$ cat config.mk
export PLATFORM = sky130hd
export DESIGN_NAME = fact_arb
export DESIGN_NICKNAME = d
export VERILOG_FILES = /design/src/rtl/fact_arb.sv
export SDC_FILE = /design/constraint.sdc
export NUM_CORES = 1
export LEC_CHECK = 0
export CAP_MARGIN = 40
export CORE_MARGIN = 10
export CORE_UTILIZATION = 30
export CTS_BUF_LIST = sky130_fd_sc_hd__clkbuf_8 sky130_fd_sc_hd__clkbuf_16
export DETAILED_ROUTE_END_ITERATION = 10
export GPL_TIMING_DRIVEN = 0
export PLACE_DENSITY_LB_ADDON = 0.12
export SLEW_MARGIN = 20
export SYNTH_ARGS = -nofsm -noshare
export SYNTH_HDL_FRONTEND = slang
export SYNTH_SLANG_ARGS = --single-unit
$ cat constraint.sdc
create_clock -name clk -period 2.65 [get_ports clk]
set_input_delay 0.795 -clock clk [delete_from_list [all_inputs] [get_ports clk]]
set_output_delay 0.795 -clock clk [all_outputs]
set_load 0.05 [all_outputs]
$ cat src/rtl/fact_arb.sv
// rtl/fact_arb.sv - round-robin scheduler sharing one factorial engine between NREQ requesters
// Grants one requester at a time, drives the engine, returns result/error with a watchdog abort.
module fact_arb #(
  parameter int WIDTH     = 32,
  parameter int NREQ      = 4,
  parameter int TO_CYCLES = 1024
) (
  input  logic                  clk,
  input  logic                  rst,
  input  logic [NREQ-1:0]       req,
  input  logic [NREQ*WIDTH-1:0] req_n,
  output logic [NREQ-1:0]       ack,
  output logic [NREQ-1:0]       done,
  output logic [WIDTH-1:0]      res,
  output logic                  err,
  output logic                  busy,
  output logic                  f_go,
  output logic [WIDTH-1:0]      f_n,
  input  logic                  f_done,
  input  logic                  f_err,
  input  logic [WIDTH-1:0]      f_nf
);
  localparam int IDX_W = (NREQ > 1) ? $clog2(NREQ) : 1;
  localparam int WD_W  = (TO_CYCLES > 2) ? $clog2(TO_CYCLES) : 1;
  localparam bit WD_EN = (TO_CYCLES != 0);
  localparam logic [WD_W-1:0]  WD_LAST = WD_EN ? WD_W'(TO_CYCLES - 1) : '0;
  localparam logic [IDX_W:0]   NREQ_V  = (IDX_W + 1)'(NREQ);
  localparam logic [NREQ-1:0]  ONE     = NREQ'(1);

  typedef enum logic [1:0] {IDLE, RUN, DRAIN} state_t;

  state_t           state;
  logic [IDX_W-1:0] ptr;
  logic [IDX_W-1:0] owner;
  logic [WD_W-1:0]  wd;
  logic [IDX_W:0]   cand;
  logic [IDX_W-1:0] pick;
  logic             found;

  // Scan ptr+1, ptr+2, ... so the last served requester is considered last.
  always_comb begin
    cand  = '0;
    pick  = '0;
    found = 1'b0;
    for (int i = 1; i <= NREQ; i++) begin
      cand = {1'b0, ptr} + (IDX_W + 1)'(i);
      if (cand >= NREQ_V) cand = cand - NREQ_V;
      if (!found && req[cand[IDX_W-1:0]]) begin
        found = 1'b1;
        pick  = cand[IDX_W-1:0];
      end
    end
  end

  always_ff @(posedge clk or negedge rst) begin
    if (!rst) begin
      state <= IDLE;
      ptr   <= IDX_W'(NREQ - 1);
      owner <= '0;
      wd    <= '0;
      ack   <= '0;
      done  <= '0;
      res   <= '0;
      err   <= 1'b0;
      busy  <= 1'b0;
      f_go  <= 1'b0;
      f_n   <= '0;
    end else begin
      ack  <= '0;
      done <= '0;
      case (state)
        IDLE: begin
          if (found) begin
            f_n   <= req_n[pick*WIDTH +: WIDTH];
            owner <= pick;
            ptr   <= pick;
            ack   <= ONE << pick;
            f_go  <= 1'b1;
            busy  <= 1'b1;
            wd    <= '0;
            state <= RUN;
          end
        end
        RUN: begin
          // A completion on the same edge as the timeout wins.
          if (f_done) begin
            res   <= f_nf;
            err   <= f_err;
            done  <= ONE << owner;
            f_go  <= 1'b0;
            state <= DRAIN;
          end else if (WD_EN && wd == WD_LAST) begin
            res   <= '0;
            err   <= 1'b1;
            done  <= ONE << owner;
            f_go  <= 1'b0;
            state <= DRAIN;
          end else begin
            wd <= wd + 1'b1;
          end
        end
        DRAIN: begin
          if (!f_done) begin
            busy  <= 1'b0;
            state <= IDLE;
          end
        end
        default: begin
          f_go  <= 1'b0;
          busy  <= 1'b0;
          state <= IDLE;
        end
      endcase
    end
  end
endmodule

==> results.sh <==
export IMPL_status="finished clean"
export IMPL_antenna_diode_count=0
export IMPL_final_max_slew_violation_count=0
export IMPL_multi_input_area_um2=2246
export IMPL_wl_um=18990
export IMPL_async_flop_share_pct=100.0
export IMPL_grt_max_degree=52
export IMPL_rows=46
export IMPL_grt_total_usage_pct=17.13
export IMPL_drc=0
export IMPL_cts_buffer_depth=2
export IMPL_grt_pass1_wl_um=29280
export IMPL_cts_max_level=3
export IMPL_clk_latency_ns=0.35
export IMPL_path_class="in -> reg"
export IMPL_fin_crit_ns=2.538
export IMPL_start_kind="primary input"
export IMPL_root_buffer="clkbuf_16"
export IMPL_p_leak_nw=3.210
export IMPL_synth_flop_cell="dfrtp_1"
export IMPL_p_total_mw=9.680
export IMPL_dp_hpwl_um=14830
export IMPL_netlist_instances=455
export IMPL_synth_warnings=0
export IMPL_synth_distinct_cells=46
export IMPL_fillers=1459
export IMPL_chipHeight_um=146.9
export IMPL_hold_violations=0
export IMPL_fin_crit_sh_pct=95.79
export IMPL_rsz0062_at_grt="false"
export IMPL_cp_slowest_stage_delay_ns=0.49
export IMPL_drt_wirelength_per_cell_um=20.44
export IMPL_grt_overflow_total=0
export IMPL_dieWidth_um=146.9
export IMPL_crit_chain="clkdlybuf4s50_1, nand2b_1, a21o_1, buf_2, and3_4, buf_6, buf_6, buf_8, a211oi_2, a211oi_2"
export IMPL_die_area_um2=21590
export IMPL_fin_nets=878
export IMPL_initial_utilization_pct=30.54
export IMPL_via_per_inst=4.956
export IMPL_setup_tns_ns=0
export IMPL_synthesis_nets=624
export IMPL_worstPathArrival_ns=2.76
export IMPL_peakVddDrop_v=0.0006446
export IMPL_drv_cap=0
export IMPL_regArea_um2=2280
export IMPL_antenna_found_initial=2
export IMPL_postRouteAntennaNets=0
export IMPL_fin_util_pct=49.98
export IMPL_hp_class="in -> async"
export IMPL_num_io_pins=243
export IMPL_cts_tree="built"
export IMPL_num_vias=4604
export IMPL_drtPass1Iterations=6
export IMPL_synth_edff_count=0
export IMPL_cpLargestDelayFamily="buffers and inverters"
export IMPL_core_area_um2=15830
export IMPL_relSlewSlack_pct=54.50
export IMPL_power_density_nw_per_um2=1224
export IMPL_final_layout_size_suffix_gt1_share_pct=13.04
export IMPL_clock_sinks=91
export IMPL_clock_skew_final_ns=0.006545
export IMPL_numCtsBuffers=9
export IMPL_cp_max_fo=10
export IMPL_critical_path_buf_inv_count=5
export IMPL_yosysSeqAreaShare_pct=47.17
export IMPL_clkTransAtPathRegs_ns=0.07
export IMPL_hold_buffers=0
export IMPL_max_freq_mhz=394.0
export IMPL_tightest_slew_ns=0.6814
export IMPL_gp_congestion=0.7858
export IMPL_required_ns=2.88
export IMPL_setup_viol=0
export IMPL_crit_path_end_kind="register"
export IMPL_holdWs_ns=0.3563
export IMPL_avgSynthCellArea_um2=10.62
export IMPL_first_iter_violations=173
export IMPL_cpMaxStageDelayCell="clkdlybuf4s50_1"
export IMPL_ys_seq_elements=91
export IMPL_grt_pass1_vias=5022
export IMPL_netlist_area_um2=4833
export IMPL_r2r_slack_ns=0.63
export IMPL_area_growth_pct=63.66
export IMPL_port_buffers=242
power breakdown:
part / internal [mW] / switching (mW)
Combinational: 2.18 / 3.80
Clock: 0.757 / 0.575
Sequential: 2.00 / 0.363
layout by cell type, fill, tap and decap left out, drive strengths merged, types with 2 or more instances in the layout:
cell | Yosys | routed
clkdlybuf4s50 | 0 | 239
dfrtp | 89 | 89
a211oi | 66 | 66
nor2 | 51 | 51
inv | 36 | 37
a22o | 32 | 32
mux2i | 32 | 32
a31oi | 32 | 32
clkbuf | 18 | 32
buf | 20 | 18
nand2 | 15 | 15
a21oi | 7 | 7
xnor2 | 7 | 7
nand3 | 6 | 6
o21ai | 5 | 5
nand2b | 4 | 4
nor3 | 4 | 4
or3 | 3 | 3
a2111oi | 3 | 3
nor2b | 3 | 3
nor3b | 2 | 2
o22ai | 2 | 2
clkinvlp | 0 | 2
dlymetal6s2s | 0 | 2
dfstp | 2 | 2
or2 | 2 | 2
and3 | 2 | 2
o311ai | 2 | 2
what timing repair did:
action / CTS / global route
endpoints found under the setup margin: 26 / 30
buffers inserted: 0 / 0
resized for setup: 4 / 9
layer usage:
metal  GRT usage [%]  vias to the layer above  wire (um)
li1                -                     2181          -
met1           20.70                     2214       8301
met2           27.74                      183       8744
met3           6.327                       24       1532
met4           5.451                        2        404
met5               0                        -          8
logic make-up after synthesis:
family	count (synthesis)	share of synthesized area (%)
simple gates	95	9.060
buf+inv	74	7.170
fa+ha+maj	1	0.2588
xor+xnor	7	1.268
mux	32	6.627
flops	91	47.17
compound gates	155	28.45
cell usage after synthesis (2+ instances only):
cell type | number | area share [%]
buf_8 | 2 | 0.62
xnor2_1 | 7 | 1.3
nor3b_1 | 2 | 0.31
buf_6 | 3 | 0.70
o22ai_1 | 2 | 0.26
dfstp_2 | 2 | 1.1
o21ai_0 | 2 | 0.21
nor3_1 | 3 | 0.31
inv_1 | 35 | 2.7
a31oi_1 | 32 | 4.1
dfrtp_1 | 89 | 46
o21ai_1 | 2 | 0.21
nor2b_1 | 3 | 0.39
a211oi_1 | 26 | 4.0
nor2_1 | 51 | 4.0
buf_2 | 13 | 1.3
or3_1 | 3 | 0.39
nand3_1 | 6 | 0.62
mux2i_1 | 32 | 6.6
a22o_1 | 32 | 5.8
buf_4 | 2 | 0.31
a211oi_2 | 40 | 10
a21oi_1 | 7 | 0.72
a2111oi_2 | 3 | 0.93
nand2b_1 | 4 | 0.52
nand2_1 | 15 | 1.2
clkbuf_1 | 18 | 1.4
metrics by stage:
| step | setup WS [ns] | instances | instance area, um2 |
|---|---|---|---|
| floorplan | 0.4506 | 455 | 4833 |
| global placement | -2.818 | 913 | 7526 |
| detailed placement | -0.5322 | 914 | 7555 |
| CTS | 0.001217 | 929 | 7883 |
| global route | 0.03160 | 929 | 7910 |
| finish | 0.1116 | 929 | 7910 |
sequential cells by signal, indices dropped and copies added, names as in the netlist, 2 cells and up:
| signal | cells |
|---|---|
| f_n | 32 |
| res | 32 |
| wd | 10 |
| ack | 4 |
| done | 4 |
| owner | 2 |
| ptr | 2 |
| state | 2 |
cell type report:
class / count / area share, %
Buffer: 38 / 2.800
Clock buffer: 10 / 3.021
Tap cell: 216 / 3.417
Inverter: 36 / 1.708
Multi-Input combinational cell: 290 / 28.39
Sequential cell: 91 / 28.82
Timing Repair Buffer: 243 / 31.05
Clock inverter: 5 / 0.7909
worst paths after layout:
| check | endpoint | depth (start not counted) | start |
|---|---|---|---|
| setup / recovery | f_n[7] | 10 | req[2] |
| hold / removal | f_n[18] | 1 | rst |
| setup reg to reg | f_n[7] | 9 | ptr[0] |
| hold reg to reg | ptr[1] | 2 | ptr[1] |
| max in group asynchronous | res[27] | 2 | rst |
| min in group clk | ptr[1] | 2 | ptr[1] |
(Power assumes the default switching activity.)
